$ cat config.mk
export PLATFORM = sky130hd
export DESIGN_NAME = ecc32_scrub_ctrl
export DESIGN_NICKNAME = d
export VERILOG_FILES = /design/src/rtl/ecc32_scrub_ctrl.sv
export SDC_FILE = /design/constraint.sdc
export NUM_CORES = 1
export LEC_CHECK = 0
export CORE_MARGIN = 3
export CORE_UTILIZATION = 40
export CTS_BUF_LIST = sky130_fd_sc_hd__clkbuf_4 sky130_fd_sc_hd__clkbuf_8
export CTS_CLUSTER_SIZE = 16
export DETAILED_ROUTE_END_ITERATION = 6
export PLACE_DENSITY = 0.68
export SLEW_MARGIN = 20
export SYNTH_ARGS = -nofsm -noshare
export SYNTH_HDL_FRONTEND = slang
export SYNTH_SLANG_ARGS = --single-unit
$ cat constraint.sdc
create_clock -name clock -period 2.6 [get_ports clock]
set_input_delay 0.65 -clock clock [delete_from_list [all_inputs] [get_ports clock]]
set_output_delay 0.65 -clock clock [all_outputs]
set_load 0.005 [all_outputs]
$ cat src/rtl/ecc32_scrub_ctrl.sv
// ecc32_scrub_ctrl: shares one SECDED decoder/encoder between host reads and a background RAM scrubber.
// Code layout: Hamming positions 1..38, check bits at powers of two, check bit 6 is overall parity.
module ecc32_scrub_ctrl #(
  parameter int ADR_WIDTH = 8,
  parameter int SCRUB_GAP = 64
) (
  input  logic                 clock,
  input  logic                 reset_n,
  input  logic                 scrub_en,
  input  logic                 host_req,
  input  logic [ADR_WIDTH-1:0] host_adr,
  output logic                 host_ack,
  output logic [31:0]          host_data,
  output logic [1:0]           host_err,
  output logic [ADR_WIDTH-1:0] ram_adr,
  output logic                 ram_rd,
  input  logic [31:0]          ram_rdata,
  input  logic [6:0]           ram_rparity,
  output logic                 ram_wr,
  output logic [31:0]          ram_wdata,
  output logic [6:0]           ram_wparity,
  output logic [15:0]          sbe_cnt,
  output logic [15:0]          dbe_cnt,
  input  logic                 cnt_clear,
  output logic [ADR_WIDTH-1:0] last_dbe_adr,
  output logic                 pass_done
);
  localparam int GW = $clog2(SCRUB_GAP + 2);
  typedef enum logic [2:0] {IDLE, H_RD, H_DEC, S_RD, S_DEC, WB, GAP} state_t;
  function automatic logic [6:0] ecc32_encode(input logic [31:0] d);
    logic [5:0] s;
    logic [4:0] k;
    s = '0;
    k = '0;
    for (int i = 1; i < 39; i++)
      if ((i & (i - 1)) != 0) begin
        if (d[k]) s ^= 6'(i);
        k++;
      end
    return {^d ^ ^s, s};
  endfunction
  // returns {code, corrected data}; codes 00 none, 01 single, 10 double, 11 check-bit/uncorrectable
  function automatic logic [33:0] ecc32_decode(input logic ecc_en, input logic [31:0] d,
                                               input logic [6:0] p);
    logic [6:0]  e;
    logic [5:0]  s;
    logic [4:0]  k;
    logic [31:0] c;
    logic        odd;
    logic        hit;
    e   = ecc32_encode(d);
    s   = p[5:0] ^ e[5:0];
    odd = ^{d, p};
    c   = d;
    hit = 1'b0;
    k   = '0;
    for (int i = 1; i < 39; i++)
      if ((i & (i - 1)) != 0) begin
        if (odd && s == 6'(i)) begin
          c[k] = ~d[k];
          hit  = 1'b1;
        end
        k++;
      end
    return ecc_en ? {odd ? (hit ? 2'b01 : 2'b11) : (s != '0 ? 2'b10 : 2'b00), c} : {2'b00, d};
  endfunction
  state_t               r_state, w_next;
  logic [ADR_WIDTH-1:0] r_ptr;
  logic [GW-1:0]        r_gap;
  logic                 r_host_wb;
  logic [33:0]          w_dec;
  logic [1:0]           w_err;
  logic [31:0]          w_cor;
  logic [6:0]           w_par;
  logic                 w_hreq, w_dec_st, w_dbe, w_gap_in, w_gap_done;
  assign w_dec      = ecc32_decode(1'b1, ram_rdata, ram_rparity);
  assign w_err      = w_dec[33:32];
  assign w_cor      = w_dec[31:0];
  assign w_par      = ecc32_encode(w_cor);
  // a request still high in the ack cycle is the one just served
  assign w_hreq     = host_req & ~host_ack;
  assign w_dec_st   = (r_state == H_DEC) || (r_state == S_DEC);
  assign w_dbe      = w_dec_st && (w_err == 2'b10);
  assign w_gap_done = r_gap >= GW'(SCRUB_GAP);
  assign w_gap_in   = (w_next == GAP) && (r_state != GAP);
  always_ff @(posedge clock or negedge reset_n)
    if (!reset_n) r_state <= IDLE;
    else r_state <= w_next;
  always_comb begin
    w_next = r_state;
    case (r_state)
      IDLE:    w_next = w_hreq ? H_RD : (scrub_en ? S_RD : IDLE);
      H_RD:    w_next = H_DEC;
      H_DEC:   w_next = w_err[0] ? WB : IDLE;
      S_RD:    w_next = S_DEC;
      S_DEC:   w_next = w_err[0] ? WB : GAP;
      WB:      w_next = r_host_wb ? IDLE : GAP;
      GAP:     w_next = w_hreq ? H_RD : ((!scrub_en || w_gap_done) ? IDLE : GAP);
      default: w_next = IDLE;
    endcase
  end
  always_ff @(posedge clock or negedge reset_n)
    if (!reset_n) begin
      host_ack     <= 1'b0;
      host_data    <= '0;
      host_err     <= '0;
      ram_adr      <= '0;
      ram_rd       <= 1'b0;
      ram_wr       <= 1'b0;
      ram_wdata    <= '0;
      ram_wparity  <= '0;
      sbe_cnt      <= '0;
      dbe_cnt      <= '0;
      last_dbe_adr <= '0;
      pass_done    <= 1'b0;
      r_ptr        <= '0;
      r_gap        <= '0;
      r_host_wb    <= 1'b0;
    end else begin
      ram_rd    <= (w_next == H_RD) || (w_next == S_RD);
      ram_wr    <= w_next == WB;
      host_ack  <= r_state == H_DEC;
      pass_done <= w_gap_in && (&r_ptr);
      r_gap     <= (r_state == GAP) ? r_gap + 1'b1 : GW'(1);
      sbe_cnt   <= cnt_clear ? '0 : sbe_cnt + 16'((r_state == WB) && !(&sbe_cnt));
      dbe_cnt   <= cnt_clear ? '0 : dbe_cnt + 16'(w_dbe && !(&dbe_cnt));
      if (w_next == H_RD) ram_adr <= host_adr;
      else if (w_next == S_RD) ram_adr <= r_ptr;
      if (w_gap_in) r_ptr <= r_ptr + 1'b1;
      if (w_dbe) last_dbe_adr <= ram_adr;
      if (r_state == H_DEC) begin
        host_data <= w_cor;
        host_err  <= w_err;
      end
      if (w_dec_st) begin
        ram_wdata   <= w_cor;
        ram_wparity <= w_par;
        r_host_wb   <= r_state == H_DEC;
      end
    end
endmodule

==> results_dict.tcl <==
set metrics [dict create \
    ir_drop_uv 721 \
    synth_nets 865 \
    grt_pass1_vias 7536 \
    grt.total_usage 0.232 \
    drt-initial-drc-count 389 \
    p_per_area_nw_per_um2 1240 \
    drc_errors 0 \
    utilization 0.705 \
    layout_common_cells "buf_4 (188), dfrtp_1 (144), clkdlybuf4s50_1 (139), nor2_1 (78), nand2_1 (74)" \
    p_leak_nw 6.03 \
    initial_core_util 0.410 \
    syn_area_sq_um 8040 \
    ys.flop_type "dfrtp_1" \
    syn2layout_area_growth_pct 71.9 \
    critPathLaunchType "input pin" \
    final_layout_size_suffix_gt1_frac 0.412 \
    synthCells 807 \
    critPathKind "input pin to flip-flop" \
    via_per_inst 5.03 \
    dpl_cell_area_sq_um 11600 \
    fin_crit_sh 1.50 \
    nNetsFinal 1267 \
    ctsHtreeMaxLevel 4 \
    run_status "complete, but fails checks" \
    hp-class "input pin to asynchronous set/reset pin" \
    num_vias 7472 \
    post-place-ws_ps -2210 \
    worstPathMaxFanout 3 \
    worst_pin_slew_ps 631 \
    grt_setup_unrepaired "yes" \
    fin_ws_ps -1300 \
    finalSetupViolations 118 \
    clkPwrFrac 0.108 \
    antenna_found_initial 0 \
    clkSinkCount 144 \
    synth_edf_count 0 \
    violations "negative setup slack" \
    core_sq_um 19600 \
    die_area_sq_um 21800 \
    finalCriticalPeriod_ps 3900 \
    ys_seq_elements 144 \
    grt_pass1_wl_um 39700 \
    grt_max_degree 68 \
    cts_buffers 17 \
    final_common_cell "buf_4" \
    p_int_mw 10.4 \
    ys_async_sr_fraction 1.00 \
    design_area_sq_um 13800 \
    p_comb_frac 0.685 \
    cts-hold-fix-buffers 0 \
    seq_area_frac_synth 0.448 \
    die_w_um 148 \
    io_buffers 176 \
    r2r_start "dbe_cnt[7]" \
    antenna_left 0 \
    required_ps 2920 \
    drv_slew 0 \
    worstSetupEndpointType "flip-flop" \
    p_switching_mw 6.75 \
    num_antenna_cells 0 \
    cts_tree "yes" \
    swShare 0.393 \
    fin_skew_ps 15.6 \
    max_slew_margin 0.579 \
    ios 177 \
    worstPathArrival_ps 4220 \
    hold_viol 0 \
    p_total_mw 17.2 \
    seq_power_share 0.207 \
    finalWirelength_um 26400 \
    root_buffer "clkbuf_8" \
    avgSynthCellArea_sq_um 9.96 \
    stdcell_count 1486 \
    yosysUniqueCellTypes 49 \
    first_pass_iters 5 \
    overflow 0 \
    clk_path_buf_depth 2 \
    die_h_um 148 \
    rows 51 \
    routabilityCongestion 0.943 \
    wl_per_cell_um 17.7 \
    clk_pin_slew_ps 80 \
    clock_latency_ps 450 \
    setup.worst_path.start "ram_rdata[25]" \
    dp_hpwl_um 18800 \
    drv_cap 0 \
    place_inst 1385 \
    yosysWarnings 0 \
    clock.fmax_mhz 256 \
]
[worst paths after layout]
path	to	slack, ps	cells after the start
max	ram_wparity[6]	-1300	14
min	dbe_cnt[8]	110	1
max reg2reg	dbe_cnt[4]	-170	13
min reg2reg	ram_wdata[11]	480	2
max in group asynchronous	ram_wdata[7]	1770	2
min in group clock	ram_wdata[11]	480	2
[power by group through the flow]
stage / combinational, mW / clock [mW] / sequential [mW]
2_1_floorplan: 4.38 / 0 / 3.54
3_3_place_gp: 8.36 / 0 / 3.55
3_5_place_dp: 8.48 / 0 / 3.58
4_1_cts: 10.7 / 1.90 / 3.54
5_1_grt: 12.4 / 2.01 / 3.64
6_report: 11.8 / 1.85 / 3.55
[cells by family after synthesis]
kind of cell,synth area share
multiplexers,0.0363
adder cells (fa/ha/maj),0.00934
XOR/XNOR,0.237
flip-flops,0.448
AND/OR/NAND/NOR,0.163
buffers and inverters,0.0184
AO/OA/AOI/OAI,0.0887
[cells in the mapped netlist, types with 5 or more instances]
cell type / count / area, sq um
dfrtp_1: 144 / 3600
xnor2_1: 106 / 928
nor2_1: 100 / 375
nand2_1: 89 / 334
a21oi_1: 59 / 295
o21ai_0: 51 / 255
xor2_1: 41 / 359
clkbuf_1: 30 / 113
xnor3_1: 19 / 428
nand3_1: 18 / 90.1
nor3_1: 17 / 85.1
or3_1: 14 / 87.6
nand4_1: 11 / 68.8
mux2i_1: 10 / 100
nor2b_1: 8 / 50.1
and3_1: 7 / 43.8
nand2b_1: 7 / 43.8
o21ai_1: 7 / 35.0
ha_1: 6 / 75.1
mux2_2: 5 / 56.3
[worst max-delay path, stage by stage]
cell     delay [ps]
buf_12          100
xnor3_2         380
xnor3_2         500
xnor2_2         200
nand2_1         100
mux4_2          520
buf_6           150
nor3b_4         210
xnor2_2         170
xor3_2          420
xnor2_2         150
xnor3_1         420
xnor2_1         150
o21ai_1          90
[stage by stage]
stage	setup TNS, ps	hold WS, ps
2_1_floorplan	-70600	354
5_1_grt	-89130	98.6
4_1_cts	-67530	100
3_5_place_dp	-177050	469
3_3_place_gp	-170740	459
6_report	-81500	106
[routing by layer]
layer,vias to the layer above,part of all wire,track usage
met2,239,0.52,0.403
met3,59,0.053,0.0423
met4,0,0.034,0.0885
met1,3635,0.39,0.289
li1,3539,-,-
met5,-,0,0
[sequential cells by signal, indices dropped and copies added, names as in the netlist, 2 cells and up]
signal and flops:
r_state 3, host_data 32, r_ptr 8, ram_adr 8, last_dbe_adr 8, r_gap 7, ram_wdata 32, ram_wparity 7
host_err 2, dbe_cnt 16, sbe_cnt 16
[what timing repair did]
| action | 4_1_cts | 5_1_grt |
|---|---|---|
| setup endpoints to repair | 118 | 127 |
| buffers inserted | 56 | 22 |
| gates resized for setup | 284 | 93 |
| pin swaps | 96 | 57 |
| gates cloned | 0 | 2 |
[final cells by class]
| type | instances | area (sq um) |
|---|---|---|
| fillers | 1447 | 5770 |
| clock inverters | 12 | 160 |
| inverters | 4 | 15.0 |
| well taps | 265 | 332 |
| multi-input cells | 626 | 5700 |
| repair buffers | 416 | 3760 |
| flip-flops and latches | 144 | 3600 |
| clock buffers | 19 | 255 |
Note: power is estimated with default switching activity, not from simulation.
